[src/rtl/instruction_fetch_sequencer_pkg.sv]
// Shared encodings for the fetch/sequencing stage and control_unit decode.
`timescale 1ns/1ps
package instruction_fetch_sequencer_pkg;

  typedef enum logic [1:0] {
    PH_FETCH  = 2'b00,
    PH_DECODE = 2'b01,
    PH_EXEC   = 2'b10,
    PH_WB     = 2'b11
  } phase_t;

  localparam int INSTR_WIDTH = 8;
  localparam int OPC_MSB     = 7;
  localparam int OPC_LSB     = 6;

  localparam logic [1:0] OPC_BRANCH = 2'b11;

  function automatic logic [1:0] opcode_of(input logic [INSTR_WIDTH-1:0] instr);
    return instr[OPC_MSB:OPC_LSB];
  endfunction

endpackage

[src/rtl/instruction_fetch_sequencer_pc_next_calc.sv]
// Next-PC selection: sequential increment with PC_LAST wrap, or branch-relative.
`timescale 1ns/1ps
module pc_next_calc
  import instruction_fetch_sequencer_pkg::*;
#(
  parameter int                    ADDR_WIDTH = 8,
  parameter logic [ADDR_WIDTH-1:0] PC_LAST    = ADDR_WIDTH'(255),
  parameter int                    IMM_WIDTH  = 2
) (
  input  logic [ADDR_WIDTH-1:0] pc,
  input  logic [IMM_WIDTH-1:0]  offset,
  input  logic                  branch_q,
  output logic [ADDR_WIDTH-1:0] next_pc
);

  logic [ADDR_WIDTH-1:0] offset_ext;

  always_comb begin
    offset_ext = {{(ADDR_WIDTH-IMM_WIDTH){offset[IMM_WIDTH-1]}}, offset};
    // Branch targets wrap modulo 2^ADDR_WIDTH and ignore PC_LAST.
    if (branch_q) begin
      next_pc = pc + ADDR_WIDTH'(1) + offset_ext;
    end else if (pc == PC_LAST) begin
      next_pc = '0;
    end else begin
      next_pc = pc + ADDR_WIDTH'(1);
    end
  end

endmodule

[src/rtl/instruction_fetch_sequencer.sv]
// Four-phase fetch sequencer: latches the ROM byte, resolves branches, commits and updates the PC.
`timescale 1ns/1ps
module instruction_fetch_sequencer
  import instruction_fetch_sequencer_pkg::*;
#(
  parameter int                    ADDR_WIDTH = 8,
  parameter logic [ADDR_WIDTH-1:0] PC_LAST    = ADDR_WIDTH'(255),
  parameter int                    IMM_WIDTH  = 2
) (
  input  logic                  clock,
  input  logic                  clear,
  input  logic                  step_en,
  input  logic [7:0]            instruction_in,
  input  logic                  branch_taken,
  output logic [ADDR_WIDTH-1:0] read_address,
  output logic [7:0]            instruction_out,
  output logic [1:0]            phase,
  output logic                  instr_valid,
  output logic                  commit
);

  phase_t                state, state_nxt;
  logic [ADDR_WIDTH-1:0] pc, pc_next;
  logic [7:0]            ir;
  logic                  valid_q, branch_q, commit_q;
  logic                  load_ir, exec_en, wb_en;

  always_ff @(posedge clock) begin
    if (clear) state <= PH_FETCH;
    else       state <= state_nxt;
  end

  always_comb begin
    state_nxt = state;
    if (step_en) begin
      case (state)
        PH_FETCH:  state_nxt = PH_DECODE;
        PH_DECODE: state_nxt = PH_EXEC;
        PH_EXEC:   state_nxt = PH_WB;
        PH_WB:     state_nxt = PH_FETCH;
        default:   state_nxt = PH_FETCH;
      endcase
    end
  end

  always_comb begin
    phase   = state;
    load_ir = step_en && (state == PH_FETCH);
    exec_en = step_en && (state == PH_EXEC);
    wb_en   = step_en && (state == PH_WB);
  end

  pc_next_calc #(
    .ADDR_WIDTH (ADDR_WIDTH),
    .PC_LAST    (PC_LAST),
    .IMM_WIDTH  (IMM_WIDTH)
  ) u_pc_next (
    .pc       (pc),
    .offset   (ir[IMM_WIDTH-1:0]),
    .branch_q (branch_q),
    .next_pc  (pc_next)
  );

  always_ff @(posedge clock) begin
    if (clear) begin
      pc       <= '0;
      ir       <= 8'h00;
      valid_q  <= 1'b0;
      branch_q <= 1'b0;
      commit_q <= 1'b0;
    end else begin
      commit_q <= wb_en;
      if (load_ir) begin
        ir      <= instruction_in;
        valid_q <= 1'b1;
      end
      // Only a branch opcode may act on the resolved condition.
      if (exec_en) branch_q <= branch_taken && (opcode_of(ir) == OPC_BRANCH);
      if (wb_en)   pc       <= pc_next;
    end
  end

  assign read_address    = pc;
  assign instruction_out = ir;
  assign instr_valid     = valid_q;
  assign commit          = commit_q;

endmodule

[config.mk]
export PLATFORM = sky130hd
export DESIGN_NAME = instruction_fetch_sequencer
export DESIGN_NICKNAME = d
export VERILOG_FILES = /design/src/rtl/instruction_fetch_sequencer_pkg.sv /design/src/rtl/instruction_fetch_sequencer_pc_next_calc.sv /design/src/rtl/instruction_fetch_sequencer.sv
export SDC_FILE = /design/constraint.sdc
export NUM_CORES = 1
export LEC_CHECK = 0
export ABC_AREA = 1
export ABC_CLOCK_PERIOD_IN_PS = 2020
export CAP_MARGIN = 30
export CORE_UTILIZATION = 45
export DETAILED_ROUTE_END_ITERATION = 8
export PLACE_DENSITY_LB_ADDON = 0.1
export SLEW_MARGIN = 10
export SYNTH_ARGS = -nofsm -noshare
export SYNTH_HDL_FRONTEND = slang
export SYNTH_SLANG_ARGS = --single-unit
[constraint.sdc]
create_clock -name clock -period 2.02 [get_ports clock]
set_clock_uncertainty 0.05 [all_clocks]
set_input_delay 0.404 -clock clock [delete_from_list [all_inputs] [get_ports clock]]
set_output_delay 0.404 -clock clock [all_outputs]
set_load 0.02 [all_outputs]
After elaboration in Yosys (flattened, before gate mapping)
Cells that the tools add are included.

cells by class
  add/sub/neg operators = 2
  equal/unequal tests = 5
  muxes and demuxes = 3
  reductions and logical operators = 5

operators by type and width
  operator             number
  $mux 8               2
  $add 8x1->8 const B  1
  $add 8x8->8          1
  $eq 8x8->1 const B   1
  $pmux 2 s4           1
  $eq 2x2->1 const B   3
  $logic_and 1x1->1    4
  $eq 2x1->1 const B   1
  $logic_not 2->1      1

word-level totals
  register bits = 21
  input bits = 12
  output and inout port bits = 20
  word-level logic and storage cells = 21

Depth between registers and ports, before layout
Gate-level depths: netlist of run 1.

  depth in word-level cells = 3
  depth in mapped cells = 15
  mapped depth without buffers = 15

Cells and area by module
Synthesis of run 1 repeated with hierarchy kept, for this count alone.

second synthesis, totals
  cell total of the unflattened synthesis = 207
  area total of the unflattened synthesis = 1416.4 um2

modules (own cells, without submodules)
  module                       instances  cells an instance  area each (um2)  seq. area each (um2)
  instruction_fetch_sequencer  1          102                823.3            420.4
  pc_next_calc                 1          105                593.1            0.0

Worst setup path before layout of run 1
No wires, ideal clock.

  path type = register to register
  from = reg pc[1] (netlist: read_address[1])
  to = reg pc[7] (netlist: read_address[7])
  library setup time = 122 ps
  arrival time = 2050 ps
  data required time = 1848 ps
  slack = -202 ps
  stages on the path, launching flop included = 15
  path buffers = 0
  cell sequence = dfxtp_1 ha_1 nand2_1 nor2_1 nand2_1 xor2_1 inv_1 ha_1 nand2_1 inv_1 nand3_1 o21ai_0 nand3_1 nand3_1 a21oi_2

on the way
  longest elaborated chain between the ends = 3

ends and longest elaborated chain
  what                                              line                                                                                                                                            source
  start: declaration                                instruction_fetch_sequencer.sv:23                                                                                                               logic [ADDR_WIDTH-1:0] pc, pc_next;
  start signal: assignment                          instruction_fetch_sequencer.sv:79                                                                                                               if (wb_en) pc <= pc_next;
  $add 8x1->8 / $eq 8x8->1 (equally long branches)  instruction_fetch_sequencer_pc_next_calc.sv:22, instruction_fetch_sequencer_pc_next_calc.sv:26, instruction_fetch_sequencer_pc_next_calc.sv:23
  $add 8x8->8 / $mux 8 (equally long branches)      instruction_fetch_sequencer_pc_next_calc.sv:22, instruction_fetch_sequencer_pc_next_calc.sv:23
  $mux 8 *                                          instruction_fetch_sequencer_pc_next_calc.sv:21                                                                                                  if (branch_q) begin

Mark *: on every way between the ends. The rest lies on a longest branch, timed or not.
A chain may end at the register's enable or synchronous reset.

Final worst setup path of run 1
Same ends and word-level chain as after synthesis.

==> flow_summary_export.csv, run 1 <==
group,metric,value,unit
run_status,status,"complete, but fails checks",
run_status,violations,"setup timing",
clock_network,cts.sinks,21,
route,vias_per_cell,5.40,
sta,post-route-period-util,107,%
layout,diodes,0,
layout,nFillCells,224,
route,route.detailed.drc,0,
sta,worst_pin_slew,0.480,ns
synthesis,synth_cell_type_count,25,
placement,dpl.hpwl,2.70,mm
setup_path,setup.worst_path.class,"flip-flop to flip-flop",
clock_network,clkTransAtPathRegs,0.13,ns
sta,setup_violations,5,
sta,slew_viol_final,0,
clock_network,cts_made_buffers,3,
synthesis,yosysWarnings,0,
synthesis,synth.most_common_cell,"nand2_1",
global_route,antenna_found_initial,0,
setup_path,path_cells,"ha_4 -> nand2_4 -> inv_1 -> nand2_2 -> xor2_1 -> inv_1 -> ha_4 -> nand2_1 -> nand2_2 -> a21oi_2 -> o21ai_2 -> nand3_1 -> nand3_2 -> a21oi_2",
layout,fin_nets,280,
setup_path,path_buf_inv,2,
route,avgRoutedWirePerCell,15.0,um
synthesis,postSynthCellCount,193,
floorplan,io_pins,32,
power_and_ir_drop,p_sw,301,uW
power_and_ir_drop,clkPwrFrac,22.2,%
global_route,grtUsageTotal,26.4,%
floorplan,core_area,2830,sq um
synthesis,yosys.area.top_type_share,30.7,%
floorplan,die_area,3270,sq um
synthesis,synth_seq_cells,21,
synthesis,synth.cell_area,1370,sq um
clock_network,cts-root-buf,"clkbuf_4",
floorplan,rows,19,
setup_path,start_kind,"flip-flop",
global_route,grt_overflow,0,
route,ant_nets,0,
synthesis,synth.avg_cell_area,7.11,sq um
synthesis,async_reset_ff_share,0,%
floorplan,die_h,57.2,um
power_and_ir_drop,power.internal,641,uW
sta,slew_headroom,68.0,%
setup_path,end_kind,"flip-flop",
synthesis,synth.largest_area_cell,"dfxtp_1",
setup_path,cp.arrival,2.36,ns
sta,setup_slack,-0.140,ns
power_and_ir_drop,p_leak,0.000967,uW
placement,dp_cells,266,
power_and_ir_drop,switching_share,31.9,%
route,drtPass1Iterations,5,
global_route,first_global_vias,1526,
layout,syn_to_final_growth,54.9,%
sta,timing.hold.ws,0.444,ns
synthesis,synth_nets,219,
synthesis,synth_ff_type,"dfxtp_1",
clock_network,cts_tree,"built",
synthesis,synth.area.top_cells,"dfxtp_1, ha_1, nand2_1",
power_and_ir_drop,powerDensity,443,nW/um^2
power_and_ir_drop,combPwrFrac,29.0,%
setup_path,cpPeakStageDelay,0.39,ns
power_and_ir_drop,ir_drop,0.414,mV
setup_path,cp_top_family,"simple AND/OR/NAND/NOR gates",
clock_network,clk-insertion-delay-late,0.31,ns
sta,tns,-0.536,ns
sta,hold_viol_final,0,
route,dr_total_vias,1534,
setup_path,crit_required,2.22,ns
route,drtIter0Drc,69,
floorplan,start_util,48.5,%
flow_run,drv_cap,0,
layout,drive_above_1_share,31.2,%
floorplan,fp.dieW,57.2,um
route,wl,4.26,mm
global_route,grt_pass1_wl,6.60,mm
sta,rsz0062_at_grt,"yes",
global_route,grt_max_degree,17,
layout,fin_cells,284,
setup_path,cp_max_fo,5,
setup_path,slowest_stage,"dfxtp_4",
clock_network,clock_path_buffers,2,
sta,fmaxAchievable,463,MHz
min_path,hp-class,"flip-flop to flip-flop",
placement,gp_congestion,0.895,
power_and_ir_drop,seq_power_share,48.8,%
placement,io_buffers,31,
synthesis,ys_top_cells_by_count,"nand2_1, inv_1, nor2_1",
clock_network,htree_levels,1,
synthesis,seq_area_frac_synth,30.7,%
sta,period_minus_slack,2.16,ns
synthesis,synth_edf_count,0,
tightest hold or removal path, cell delays in order, from the launching register on:
cell and delay [ns]:
dfxtp_1 0.33, nor2_1 0.09, nor2_1 0.05
per-layer routing:
layer | GRT usage [%] | vias up | routed length, um
li1 | - | 740 | -
met4 | 13.9 | 0 | 157
met5 | 0 | - | 0
met2 | 48.6 | 60 | 2270
met3 | 4.08 | 18 | 173
met1 | 29.0 | 716 | 1660
power groups by stage:
stage	clock network [uW]	registers, uW	logic, uW
finish	209	460	273
floorplan	0	494	100
CTS	214	459	264
detailed placement	0	467	241
global placement	0	466	233
global route	236	463	299
through the flow:
stage	worst slack, ns	util [%]	power, uW	area, sq um
after floorplan	0.00440	-	594	1380
after global placement	-0.118	64.4	699	1820
after detailed placement	-0.182	64.4	708	1820
after CTS	-0.0668	72.7	937	2060
after global routing	-0.280	75.1	998	2120
final	-0.140	75.1	942	2120
layout by cell type (no fill, tap or decap), drive strengths merged:
| master | n |
|---|---|
| ha | 13 |
| nand4 | 2 |
| fa | 1 |
| nor2 | 27 |
| nand2 | 39 |
| clkbuf | 3 |
| clkdlybuf4s50 | 31 |
| clkinv | 1 |
| dfxtp | 21 |
| a31oi | 1 |
| nand3 | 11 |
| o211ai | 1 |
| xor2 | 6 |
| buf | 28 |
| o21ai | 19 |
| a311oi | 1 |
| or2 | 1 |
| a21oi | 20 |
| inv | 25 |
| nor3 | 1 |
| xnor2 | 1 |
cells by family after synthesis:
group	synth area share, %
AOI/OAI and AO/OA	17.0
adders and majority gates	13.3
DFF	30.7
buffers and inverters	7.85
xor gates and xnor gates	5.02
and+or+nand+nor	26.2
final timing paths:
check                                          end               start  cells past startpoint  slack (ns)
worst max register to register     read_address[7]     read_address[1]                     14       -0.14
worst max-delay path               read_address[7]     read_address[1]                     14       -0.14
worst min register to register  instruction_out[4]  instruction_out[4]                      2        0.44
worst min-delay path            instruction_out[4]  instruction_out[4]                      2        0.44
sequential cells by signal, indices dropped and copies added, names as in the netlist:
| name | cells |
|---|---|
| read_address | 8 |
| commit | 1 |
| branch_q | 1 |
| phase | 2 |
| instruction_out | 8 |
| instr_valid | 1 |
layout make-up:
cell class / count / area (sq um) / share of cell area [%]
Clock inverter: 1 / 5.00 / 0.236
Clock buffer: 3 / 22.5 / 1.06
Inverter: 25 / 93.8 / 4.42
Timing Repair Buffer: 59 / 524 / 24.7
Tap cell: 31 / 38.8 / 1.83
Sequential cell: 21 / 432 / 20.3
Multi-Input combinational cell: 144 / 1010 / 47.5
timing repair:
action                     CTS  global route
pin swaps                   11            12
hold endpoints to repair     0             0
gates resized for setup     20            17
setup endpoints to repair    4             6
buffers inserted            13             1
hold buffers                 0             0
No activity file was read; power rests on OpenSTA's default activity.
==> inputs of run 2 (changes only) <==
Settings changed: ABC_CLOCK_PERIOD_IN_PS 2020 to default.
==> results of run 2 <==
Same layout as run 1: the final DEF is identical, and so are final timing and power.
